$ cat src/rtl/rca_result_accumulator.sv
// Frame accumulator behind the ripple-carry adder: sums COUNT {carry, sum} results
// into one total and presents it downstream on a registered valid/ready port.
module rca_result_accumulator #(
    parameter int SIZE  = 4,
    parameter int COUNT = 4,
    parameter int ACC_W = 7
) (
    input  logic             clk,
    input  logic             rst_n,
    input  logic             clear,
    input  logic             in_valid,
    output logic             in_ready,
    input  logic [SIZE-1:0]  in_sum,
    input  logic             in_carry,
    output logic             out_valid,
    input  logic             out_ready,
    output logic [ACC_W-1:0] out_total,
    output logic             out_ovf
);
    localparam int CNT_W = $clog2(COUNT);
    localparam int SUM_W = ACC_W + 1;
    localparam logic [CNT_W-1:0] LAST = CNT_W'(COUNT - 1);

    typedef enum logic {
        ACCUM = 1'b0,
        DONE  = 1'b1
    } state_e;

    state_e           state_q, state_d;
    logic [ACC_W-1:0] acc_q, acc_d;
    logic [CNT_W-1:0] cnt_q, cnt_d;
    logic             sticky_q, sticky_d;
    logic [ACC_W-1:0] total_q, total_d;
    logic             ovf_q, ovf_d;

    logic [SIZE:0]    operand;
    logic [SUM_W-1:0] addFull;
    logic             accept;
    logic             outHs;
    logic             lastBeat;

    assign in_ready  = (state_q == ACCUM);
    assign out_valid = (state_q == DONE);
    assign out_total = total_q;
    assign out_ovf   = ovf_q;

    // The extra top bit of addFull is the carry-out of the ACC_W-wide add.
    assign operand  = {in_carry, in_sum};
    assign addFull  = {1'b0, acc_q} + SUM_W'(operand);
    assign accept   = in_valid & in_ready;
    assign outHs    = out_valid & out_ready;
    assign lastBeat = (cnt_q == LAST);

    always_comb begin
        state_d  = state_q;
        acc_d    = acc_q;
        cnt_d    = cnt_q;
        sticky_d = sticky_q;
        total_d  = total_q;
        ovf_d    = ovf_q;
        // Clear wins over both handshakes but leaves the last published total alone.
        if (clear) begin
            state_d  = ACCUM;
            acc_d    = '0;
            cnt_d    = '0;
            sticky_d = 1'b0;
        end else if (accept) begin
            if (lastBeat) begin
                total_d  = addFull[ACC_W-1:0];
                ovf_d    = sticky_q | addFull[ACC_W];
                acc_d    = '0;
                cnt_d    = '0;
                sticky_d = 1'b0;
                state_d  = DONE;
            end else begin
                acc_d    = addFull[ACC_W-1:0];
                sticky_d = sticky_q | addFull[ACC_W];
                cnt_d    = cnt_q + CNT_W'(1);
            end
        end else if (outHs) begin
            state_d = ACCUM;
        end
    end

    always_ff @(posedge clk or negedge rst_n) begin
        if (!rst_n) begin
            state_q  <= ACCUM;
            acc_q    <= '0;
            cnt_q    <= '0;
            sticky_q <= 1'b0;
            total_q  <= '0;
            ovf_q    <= 1'b0;
        end else begin
            state_q  <= state_d;
            acc_q    <= acc_d;
            cnt_q    <= cnt_d;
            sticky_q <= sticky_d;
            total_q  <= total_d;
            ovf_q    <= ovf_d;
        end
    end

endmodule

$ cat config.mk
export PLATFORM = sky130hd
export DESIGN_NAME = rca_result_accumulator
export DESIGN_NICKNAME = d
export VERILOG_FILES = /design/src/rtl/rca_result_accumulator.sv
export SDC_FILE = /design/constraint.sdc
export NUM_CORES = 1
export LEC_CHECK = 0
export ABC_AREA = 1
export CORE_MARGIN = 2
export CORE_UTILIZATION = 35
export DETAILED_ROUTE_END_ITERATION = 10
export PLACE_DENSITY = 0.6
export SYNTH_ARGS = -nofsm -noshare
export SYNTH_HDL_FRONTEND = slang
export SYNTH_SLANG_ARGS = --single-unit
$ cat constraint.sdc
create_clock -name clk -period 2.3 [get_ports clk]
set_input_delay 0.46 -clock clk [delete_from_list [all_inputs] [get_ports clk]]
set_output_delay 0.46 -clock clk [all_outputs]
set_load 0.05 [all_outputs]
After elaboration in Yosys (flattened, before gate mapping)
Index checks and enable logic that the tools add are counted.
Widths: inputs -> output; s select.
{ "classes": {"add_sub_neg": 2, "mul": 0, "div_mod_pow": 0, "order_cmp": 0, "n_eq_ne": 2, "shift": 0, "muxes": 13, "bitwise": 5, "n_reduce_logical": 4} }
{ "ops": {"columns": ["op", "count"], "rows": [
  ["$mux 7", 3],
  ["$add 7x5->8", 1],
  ["$mux 1", 7],
  ["$mux 2", 3],
  ["$ne 3x2->1 const B", 1],
  ["$reduce_and 3->1", 1],
  ["$reduce_bool 3->1", 1],
  ["$add 2x1->2 const B", 1],
  ["$and 1x1->1", 2],
  ["$eq 2x2->1 const B", 1],
  ["$not 1->1", 2],
  ["$reduce_and 2->1", 1],
  ["$reduce_bool 2->1", 1],
  ["$or 1x1->1", 1]
]} }
{ "word_totals": {"regBits": 19, "latch_bits": 0, "mem_bits_rw": 0, "rom_bits": 0, "input_bits": 10, "output_inout_bits": 10, "n_memories": 0} }

Longest topological paths before layout
Gate-level depths: netlist of the first run.
{ "logic_depth": {"ltp_word": 5, "ltp_mapped": 9} }

Worst setup path before layout of the first run
No wires, ideal clock.
{ "synth_timing": {"kind": "in2reg", "startpoint": "input in_sum[0]", "endpoint": "register total_q[4], in the netlist out_total[4]", "arrival_ns": 1.514, "slack_ns": 0.668, "path_stages": 7, "path_buffers": 0, "path_cell_list": "ha_1 -> fa_1 -> nand2_1 -> nand2_1 -> a21o_2 -> nand3_1 -> nand2_1"} }
{ "synth_via": {"elab_chain_cells": 1} }
{ "synth_lines": {"columns": ["element", "line_no", "text"], "rows": [
  ["start: declaration", "13", "input logic [SIZE-1:0] in_sum,"],
  ["$add 7x5->8", "49", "assign addFull = {1'b0, acc_q} + SUM_W'(operand);"],
  ["end signal: assignment", "98", "total_q <= total_d;"],
  ["end: declaration", "33", "logic [ACC_W-1:0] total_q, total_d;"]
]} }
No other way between the ends.
A chain may end at the register's enable or synchronous reset.

Worst setup path after layout of the first run
{ "layout_timing": {"startpoint": "register state_q, in the netlist out_valid", "endpoint": "output in_ready"} }
{ "layout_via": {"elab_chain_cells": 1} }
{ "layout_lines": {"columns": ["element", "line_no", "text"], "rows": [
  ["start: declaration", "29", "state_e state_q, state_d;"],
  ["start signal: assignment", "94", "state_q <= state_d;"],
  ["$not 1->1", "42", "assign in_ready = (state_q == ACCUM);"],
  ["end: declaration", "12", "output logic in_ready,"]
]} }
No other way between the ends.

==> metrics.csv, run 1 <==
stage,metric,value,unit
setup_path,critPathTopFamily,buffers and inverters,
timing,min_tclk_post_route,2090,ps
cts,clk_latency,300,ps
route,detail_route.wl_per_cell,11.8,um
global_routing,track_usage,13.7,%
route,via_per_inst,4.98,
setup_path,crit_path_end,in_ready,
timing,worst-slew-pin-transition,496,ps
route,detail_route.iter0.violations,27,
finish,area_growth,25.0,%
cts,clk_path_buf_depth,2,
finish,final-instance-count-excl-fill,178,
synth,synth-seq-cells,19,
finish,mostFrequentLayoutCell,nand2_1,
floorplanning,ioPinCount,20,
timing,slew_headroom,66.9,%
synth,synth.distinct_cells,23,
timing,fmax,477,MHz
finish,nFillCells,286,
route,vias,886,
setup_path,timing.critical_path.from_type,flop,
finish,regArea,475,sq um
place,port_buffers,19,
setup_path,path_max_fanout,3,
cts,ctsResizeCount,0,
power_and_ir_drop,total_leakage_power,0.000711,uW
timing,setup-tns-final,0,ps
setup_path,critical-path-max-stage-delay,800,ps
setup_path,origin_of_the_critical_flop_to_flop_path,acc_q[0],
floorplanning,std_cell_rows,19,
cts,hold_buf_count_cts,0,
route,detail-route-antenna-nets,0,
hold_path,worstHoldPathType,reg -> reg,
global_routing,grt_pass1_vias,885,
finish,layout.cells.most_common_list,"50 x nand2_1, 19 x dfrtp_1, 19 x clkdlybuf4s50_1, 12 x nand3_1, 9 x inv_1",
route,drc_errors,1,
route,first_pass_detailed_route_iteration_total,9,
global_routing,grt_remaining_overflow,0,
global_routing,grt_start_max_net_pins,20,
floorplanning,die_x,58.9,um
route,totalWireLength,2100,um
run_status,violations,design-rule violations,
place,gp_congestion,0.854,
cts,clock_tree_from_tritoncts,built,
timing,min_period_over_period,91.1,%
timing,skew,1.90,ps
cts,cts_buffers,3,
cts,cts_max_level,1,
cts,ctsRootBufferMaster,clkbuf_4,
synth,syn_inst,123,
finish,drive_above_1_share,11.6,%
finish,finish.net_count,165,
cts,clk_pin_slew_worst_paths,110,ps
power_and_ir_drop,pwr_density_cell,705,nW/um^2
setup_path,worst_ep_required_time,1840,ps
cts,post_cts_buffers,0,
floorplanning,fp.dieH,58.9,um
timing,finalSetupViolCount,0,
cts,clkSinkCount,19,
setup_path,arrival,1630,ps
finish,antenna_cells_inserted,0,
setup_path,crit_slowest_cell,clkdlybuf4s50_1,
run_status,status,"complete, but fails checks",
floorplanning,die-area,3470,sq um
floorplanning,core-area,2810,sq um
setup_path,crit_path_cell_trace,inv_2 -> clkdlybuf4s50_1,
power_and_ir_drop,vdd_ir_drop_max,0.335,mV
global_routing,global_route_wire_length_before_repair,3600,um
global_routing,antenna_found_initial,0,
run,max_cap_violations,0,
place,placedCellCount,174,
timing,rsz0062_at_grt,no,
synth,syn_nets,140,
setup_path,cp-startpoint,out_valid,
setup_path,reg2regPathDepth,7,
synth,yosysWarnings,0,
synth,synth_enable_flop_cells,0,
setup_path,ff2ff_setup_slack,660,ps
synth,synth_ff_type,dfrtp_1,
setup_path,crit_path_end_kind,output port,
setup_path,path_buf_inv,2,
synth,syn_area_per_cell,8.58,sq um
synth,syn_area,1050,sq um
setup_path,path_class,reg -> out,
timing,finalHoldViolations,0,
timing,timing.final.max_slew_violations,0,
place,detail_placement_hpwl,1600,um
setup_path,critical_path_depth,2,
synth,post_synth_arst_share,100,%
setup_path,timing.rr.end,out_total[4],
synth,ys_seq_area_share,45.1,%
floorplanning,initial_core_util,37.6,%
finish,area_taken_by_multi_input_logic_gates,534,sq um
[power by group]
group          total (uW)  leakage (uW)  internal (uW)  switching [uW]
sequential            407      0.000257            380            26.9
combinational         349      0.000437            128             221
clock                 174     0.0000177           64.9             109
[worst reg2reg max path, stage by stage, from the launching register on]
cell and delay [ps]:
dfrtp_1 400, ha_1 220, fa_1 420, nand2_1 90, nand2_1 100, a21o_2 210, nand3_1 60, nand2_1 50
[registers in the layout, summed over array words and instances (netlist names)]
signal / cells
acc_q: 7
out_total: 7
cnt_q: 2
out_ovf: 1
out_valid: 1
sticky_q: 1
[Yosys cell counts, types with 2 or more instances]
cell | n | area [sq um]
a22o_1 | 3 | 26.3
dfrtp_1 | 19 | 475
ha_1 | 6 | 75.1
inv_1 | 9 | 33.8
inv_2 | 3 | 11.3
nand2_1 | 50 | 188
nand3_1 | 12 | 60.1
nand3_2 | 2 | 20.0
nor2_1 | 4 | 15.0
xor2_1 | 2 | 17.5
[worst min-delay path by stage]
stage                 startpoint      endpoint  slack [ps]  depth (start not counted)
global route               rst_n      acc_q[3]         490                          2
global placement    out_total[0]  out_total[0]         460                          2
detailed placement  out_total[0]  out_total[0]         460                          2
finish              out_total[0]  out_total[0]         480                          2
floorplan                  rst_n      acc_q[0]         160                          0
CTS                        rst_n  out_total[6]         490                          2
[per-stage QoR]
step / power [uW] / util (%) / hold slack, ps / setup WS [ps] / instance area, sq um
3_5_place_dp: 765 / 46.0 / 462 / 162 / 1290
3_3_place_gp: 763 / 46.0 / 459 / 178 / 1290
4_1_cts: 945 / 47.0 / 489 / 185 / 1320
6_report: 929 / 47.0 / 481 / 206 / 1320
2_1_floorplan: 645 / - / 164 / 668 / 1050
5_1_grt: 987 / 47.0 / 489 / 145 / 1320
[kinds of logic (layout without fill, tap and decap cells)]
kind of cell / Yosys count / count (layout) / share of synthesized area (%)
adder cells (fa/ha/maj): 7 / 7 / 9.02
AO/OA/AOI/OAI: 8 / 8 / 5.93
AND/OR/NAND/NOR: 75 / 75 / 34.0
flip-flops: 19 / 19 / 45.1
XOR/XNOR: 2 / 2 / 1.66
buffers and inverters: 12 / 36 / 4.27
[layout make-up]
type | count | area share [%]
Timing Repair Buffer | 20 | 15.0
Tap cell | 31 | 2.94
Inverter | 12 | 3.42
Sequential cell | 19 | 36.1
Multi-Input combinational cell | 92 | 40.5
Clock inverter | 1 | 0.380
Clock buffer | 3 | 1.71
[metal layers]
metal  vias to the layer above  GRT usage, %  wire length, um
li1                        442             -                -
met1                       420          16.8              973
met2                        17          22.7              990
met3                         7          2.20               75
met4                         0          7.79               56
met5                         -             0                0
Note: power is estimated with default switching activity, not from simulation.
==> inputs of run 2 (changes only) <==
--- a/config.mk
+++ b/config.mk
@@ -9,7 +9,7 @@
 export CORE_MARGIN = 2
 export CORE_UTILIZATION = 35
 export DETAILED_ROUTE_END_ITERATION = 10
-export PLACE_DENSITY = 0.6
+export PLACE_DENSITY = 0.63
 export SYNTH_ARGS = -nofsm -noshare
 export SYNTH_HDL_FRONTEND = slang
 export SYNTH_SLANG_ARGS = --single-unit
==> constraint.sdc (replaced) <==
create_clock -name clk -period 1.8 [get_ports clk]
set_input_delay 0.36 -clock clk [delete_from_list [all_inputs] [get_ports clk]]
set_output_delay 0.36 -clock clk [all_outputs]
set_load 0.05 [all_outputs]
==> run 2 against run 1 <==
  * Critical path depth grew 6
  * Count of clock-buffer cells in the layout grew 1
  * Flip-flop and latch count is the same
  * Sequential power grew 28%
  * Critical path type is now in -> reg
  * Clock skew grew 7.6 ps
  * Combinational power grew 25%
  * Sequential share of layout area grew 0.24 points
  * The flow now finishes without violations
  * Worst setup slack lost 50 ps
  * Largest cell class unchanged
==> metrics.csv, run 2 (synthesized netlist as in run 1, its figures left out) <==
stage,metric,value,unit
timing,hold_slack,373,ps
timing,fmax,608,MHz
cts,clk_path_buf_depth,2,
setup_path,path_class,in -> reg,
setup_path,crit_path_end_kind,flop,
floorplanning,fp.dieH,58.9,um
route,vias,856,
cts,clkSinkCount,19,
setup_path,crit_path_cell_trace,clkdlybuf4s50_1 -> ha_1 -> fa_2 -> nand2_1 -> nand2_1 -> a21o_2 -> nand3_1 -> nand2_1,
route,drc_errors,0,
floorplanning,die-area,3470,sq um
timing,worst-slew-pin-transition,248,ps
power_and_ir_drop,totalPowerFinal,1180,uW
cts,cts_max_level,1,
setup_path,crit_slowest_cell,clkdlybuf4s50_1,
timing,min_period_over_period,91.3,%
finish,fin_util,46.7,%
global_routing,grt_start_max_net_pins,20,
run,max_cap_violations,0,
run_status,status,"finished, final reports clean",
floorplanning,core-area,2810,sq um
cts,clock_tree_from_tritoncts,built,
timing,setup_ws,156,ps
finish,finish.net_count,167,
setup_path,path_max_fanout,3,
place,detail_placement_hpwl,1650,um
place,port_buffers,19,
place,post_placement_setup_slack,-222,ps
place,gp_congestion,0.778,
setup_path,path_buf_inv,1,
route,first_pass_detailed_route_iteration_total,5,
floorplanning,die_x,58.9,um
setup_path,timing.critical_path.from_type,primary input,
timing,timing.final.max_slew_violations,0,
finish,layout.cells.most_common_list,"50 x nand2_1, 19 x dfrtp_1, 13 x buf_4, 12 x nand3_1",
timing,rsz0062_at_grt,no,
route,detail-route-antenna-nets,0,
route,detail_route.wl_per_cell,12.0,um
global_routing,grt_pass1_vias,874,
hold_path,worstHoldPathType,in -> async,
cts,ctsRootBufferMaster,clkbuf_4,
global_routing,track_usage,14.3,%
finish,drive_above_1_share,19.5,%
route,detail_route.iter0.violations,17,
finish,area_growth,24.2,%
cts,post_cts_buffers,0,
floorplanning,initial_core_util,37.6,%
setup_path,critical-path-max-stage-delay,410,ps
cts,hold_buf_count_cts,0,
setup_path,arrival,1860,ps
power_and_ir_drop,pwr_density_cell,901,nW/um^2
global_routing,grt_remaining_overflow,0,
setup_path,critPathTopFamily,adder cells,
power_and_ir_drop,total_leakage_power,0.000734,uW
floorplanning,std_cell_rows,19,
power_and_ir_drop,vdd_ir_drop_max,0.448,mV
timing,finalSetupViolCount,0,
finish,antenna_cells_inserted,0,
setup_path,worst_ep_required_time,2010,ps
timing,finalHoldViolations,0,
global_routing,antenna_found_initial,0,
timing,skew,9.53,ps
route,totalWireLength,2160,um
timing,slew_headroom,83.4,%
floorplanning,ioPinCount,20,
cts,clk_latency,310,ps
global_routing,global_route_wire_length_before_repair,3750,um
cts,cts_buffers,3,
cts,clk_pin_slew_worst_paths,110,ps
finish,mostFrequentLayoutCell,nand2_1,
timing,min_tclk_post_route,1640,ps
route,via_per_inst,4.76,
setup_path,critical-path-top-cell-by-count,nand2_1,
## run 2: final timing paths
path	slack, ps	to	start	cells past startpoint
worst min register to register	480	out_total[0]	out_total[0]	2
max in group asynchronous	1210	cnt_q[0]	rst_n	2
min in group clk	480	out_total[0]	out_total[0]	2
worst max-delay path	160	acc_q[4]	in_sum[0]	8
worst min-delay path	370	acc_q[3]	rst_n	2
worst max register to register	230	acc_q[4]	acc_q[0]	7
## run 2: final cells by class
cell class / instances / area (sq um)
inverter: 12 / 45.0
multi-input combinational: 92 / 537
sequential: 19 / 475
timing repair buffer: 22 / 188
clock buffer: 4 / 26.3
fill: 291 / 1500
tap: 31 / 38.8
## run 2: through the flow
| stage | setup TNS (ps) | cells | area, sq um |
|---|---|---|---|
| after floorplan | 0 | 123 | 1050 |
| after global placement | -934 | 176 | 1280 |
| after detailed placement | -996 | 176 | 1280 |
| after CTS | 0 | 180 | 1310 |
| after global routing | 0 | 180 | 1310 |
| final | 0 | 180 | 1310 |
## run 2: where the power goes
part           internal (uW)  switching, uW  leakage (uW)
clock                   86.5            135     0.0000150
combinational            155            283      0.000462
sequential               485           35.5      0.000257
total                    727            453      0.000734
## run 2: metal layers
metal	up-vias	routed length (um)	track usage [%]
met4	0	34	5.84
met2	17	1030	24.4
met5	-	0	0
met1	390	1030	18.2
li1	446	-	-
met3	3	68	1.98
## run 2: what timing repair did
action / 4_1_cts / 5_1_grt
setup endpoints to repair: 0 / 3
endpoints found under the hold margin: 0 / 0
resized for setup: 0 / 1
==> inputs of run 3 (changes only) <==
--- a/config.mk
+++ b/config.mk
@@ -8,6 +8,7 @@
 export ABC_AREA = 1
 export CORE_MARGIN = 2
 export CORE_UTILIZATION = 35
+export CTS_CLUSTER_SIZE = 30
 export DETAILED_ROUTE_END_ITERATION = 10
 export PLACE_DENSITY = 0.63
 export SYNTH_ARGS = -nofsm -noshare
==> constraint.sdc (replaced) <==
create_clock -name clk -period 1.5 [get_ports clk]
set_input_delay 0.3 -clock clk [delete_from_list [all_inputs] [get_ports clk]]
set_output_delay 0.3 -clock clk [all_outputs]
set_load 0.05 [all_outputs]
==> run 3 against run 2 <==
  * The run now ends with design-rule violations, negative setup slack left
  * Largest power group is now combinational cells
  * Sequential share of layout area decreased by 5.4 points
  * Design area increased by 17%
  * Flip-flop and latch count unchanged
  * Clock power increased by 27%
  * Sequential power increased by 25%
  * Critical path type is now reg -> reg
  * Core utilization increased by 8.2 points
  * Clock skew increased by 2.4 ps
  * Total power increased by 37%
  * Final cell count increased by 3.3%
  * Global-route usage increased by 1.2 points
  * Hold slack got worse by 72 ps
==> metrics.csv, run 3 (synthesized netlist as in run 1, its figures left out) <==
stage,metric,value,unit
run_status,status,"complete, but fails checks",
timing,setup_ws,-11.0,ps
place,gp_congestion,0.829,
global_routing,grt_start_max_net_pins,20,
timing,skew,11.9,ps
route,totalWireLength,2440,um
timing,min_period_over_period,101,%
floorplanning,ioPinCount,20,
global_routing,grt_pass1_vias,931,
setup_path,crit_path_end_kind,flop,
setup_path,crit_path_cell_trace,ha_2 -> fa_2 -> nand2_2 -> nand2_2 -> a21o_2 -> nand3_2 -> nand2_1,
route,detail-route-antenna-nets,0,
global_routing,global_route_wire_length_before_repair,4130,um
route,detail_route.wl_per_cell,13.1,um
global_routing,antenna_found_initial,0,
timing,timing.final.max_slew_violations,0,
setup_path,critical-path-top-cell-by-count,nand2_2,
floorplanning,die-area,3470,sq um
place,post_placement_setup_slack,-427,ps
floorplanning,fp.dieH,58.9,um
setup_path,path_max_fanout,3,
finish,area_growth,45.9,%
place,port_buffers,19,
hold_path,worstHoldPathType,in -> async,
timing,worst-slew-pin-transition,262,ps
power_and_ir_drop,totalPowerFinal,1620,uW
finish,nFillCells,280,
setup_path,critical-path-max-stage-delay,400,ps
cts,cts_max_level,1,
floorplanning,core-area,2810,sq um
cts,ctsRootBufferMaster,clkbuf_4,
timing,rsz0062_at_grt,yes,
setup_path,arrival,1730,ps
floorplanning,initial_core_util,37.6,%
route,drc_errors,1,
setup_path,worst_ep_required_time,1720,ps
global_routing,grt_remaining_overflow,0,
setup_path,timing.critical_path.from_type,flop,
setup_path,path_class,reg -> reg,
timing,finalHoldViolations,0,
timing,hold_slack,301,ps
cts,clk_pin_slew_worst_paths,120,ps
timing,min_tclk_post_route,1510,ps
floorplanning,die_x,58.9,um
cts,clkSinkCount,19,
cts,clock_tree_from_tritoncts,built,
finish,fin_util,54.9,%
power_and_ir_drop,pwr_density_cell,1050,nW/um^2
timing,fmax,662,MHz
route,first_pass_detailed_route_iteration_total,7,
finish,finish.net_count,173,
timing,slew_headroom,82.5,%
power_and_ir_drop,total_leakage_power,0.000811,uW
finish,antenna_cells_inserted,0,
route,detail_route.iter0.violations,14,
route,via_per_inst,5.04,
floorplanning,std_cell_rows,19,
run,max_cap_violations,0,
cts,clk_path_buf_depth,2,
timing,finalSetupViolCount,2,
power_and_ir_drop,vdd_ir_drop_max,0.606,mV
finish,drive_above_1_share,29.7,%
place,detail_placement_hpwl,1840,um
cts,cts_buffers,3,
route,vias,938,
finish,layout.cells.most_common_list,"46 x nand2_1, 19 x dfrtp_1, 11 x buf_12, 9 x inv_1",
run_status,violations,"design-rule violations, negative setup slack",
global_routing,track_usage,15.5,%
cts,clk_latency,310,ps
setup_path,crit_slowest_cell,dfrtp_1,
finish,mostFrequentLayoutCell,nand2_1,
run 3: changes by cell type in the layout (fill, tap and decap cells not counted), sizes merged:
cell	delta
buf	+6
clkdlybuf4s50	-1
dlygate4sd2	+1
run 3: what timing repair did:
| action | in CTS | in global routing |
|---|---|---|
| buffers inserted | 0 | 0 |
| endpoints found under the setup margin | 4 | 8 |
| pin swaps | 0 | 2 |
| resized for setup | 7 | 5 |
| endpoints found under the hold margin | 0 | 0 |
| hold buffers | 0 | 0 |
run 3: final cells by class:
type	instances	area [sq um]	share of cell area, %
multi-input cells	92	582	37.8
flip-flops and latches	19	475	30.9
repair buffers	28	369	24.0
inverters	12	47.5	3.09
well taps	31	38.8	2.52
clock buffers	4	26.3	1.71
run 3: final timing paths:
path	slack, ps	start	cells past startpoint	endpoint
min reg2reg	510	acc_q[4]	2	acc_q[4]
min in group clk	510	acc_q[4]	2	acc_q[4]
max reg2reg	-10	acc_q[0]	7	out_total[4]
min	300	rst_n	2	acc_q[3]
max in group asynchronous	980	rst_n	2	acc_q[1]
max	-10	acc_q[0]	7	out_total[4]
run 3: worst max-delay path: cells and delay by family (launching register included):
kind                     cells  cell delay [ps]
AND/OR/NAND/NOR              4              260
AO/OA/AOI/OAI                1              220
flip-flops                   1              400
adder cells (fa/ha/maj)      2              550
run 3: power breakdown:
part	switching (uW)	total, uW	leakage, uW	internal (uW)
Clock	177	281	0.0000150	104
Sequential	70.0	653	0.000257	583
Combinational	364	688	0.000539	324
Total	611	1620	0.000811	1010
run 3: metrics by stage:
stage               instances  TNS, ps  area (sq um)
CTS                       186    -10.9          1520
global placement          182    -3760          1470
global route              186     -459          1540
detailed placement        182    -4120          1470
finish                    186    -18.3          1540
floorplan                 123        0          1060
run 3: per-layer routing:
layer	wire, um	vias up	global-route usage, %
met4	11	0	1.95
li1	-	459	-
met5	0	-	0
met3	129	3	4.40
met2	1230	23	27.3
met1	1070	453	19.4
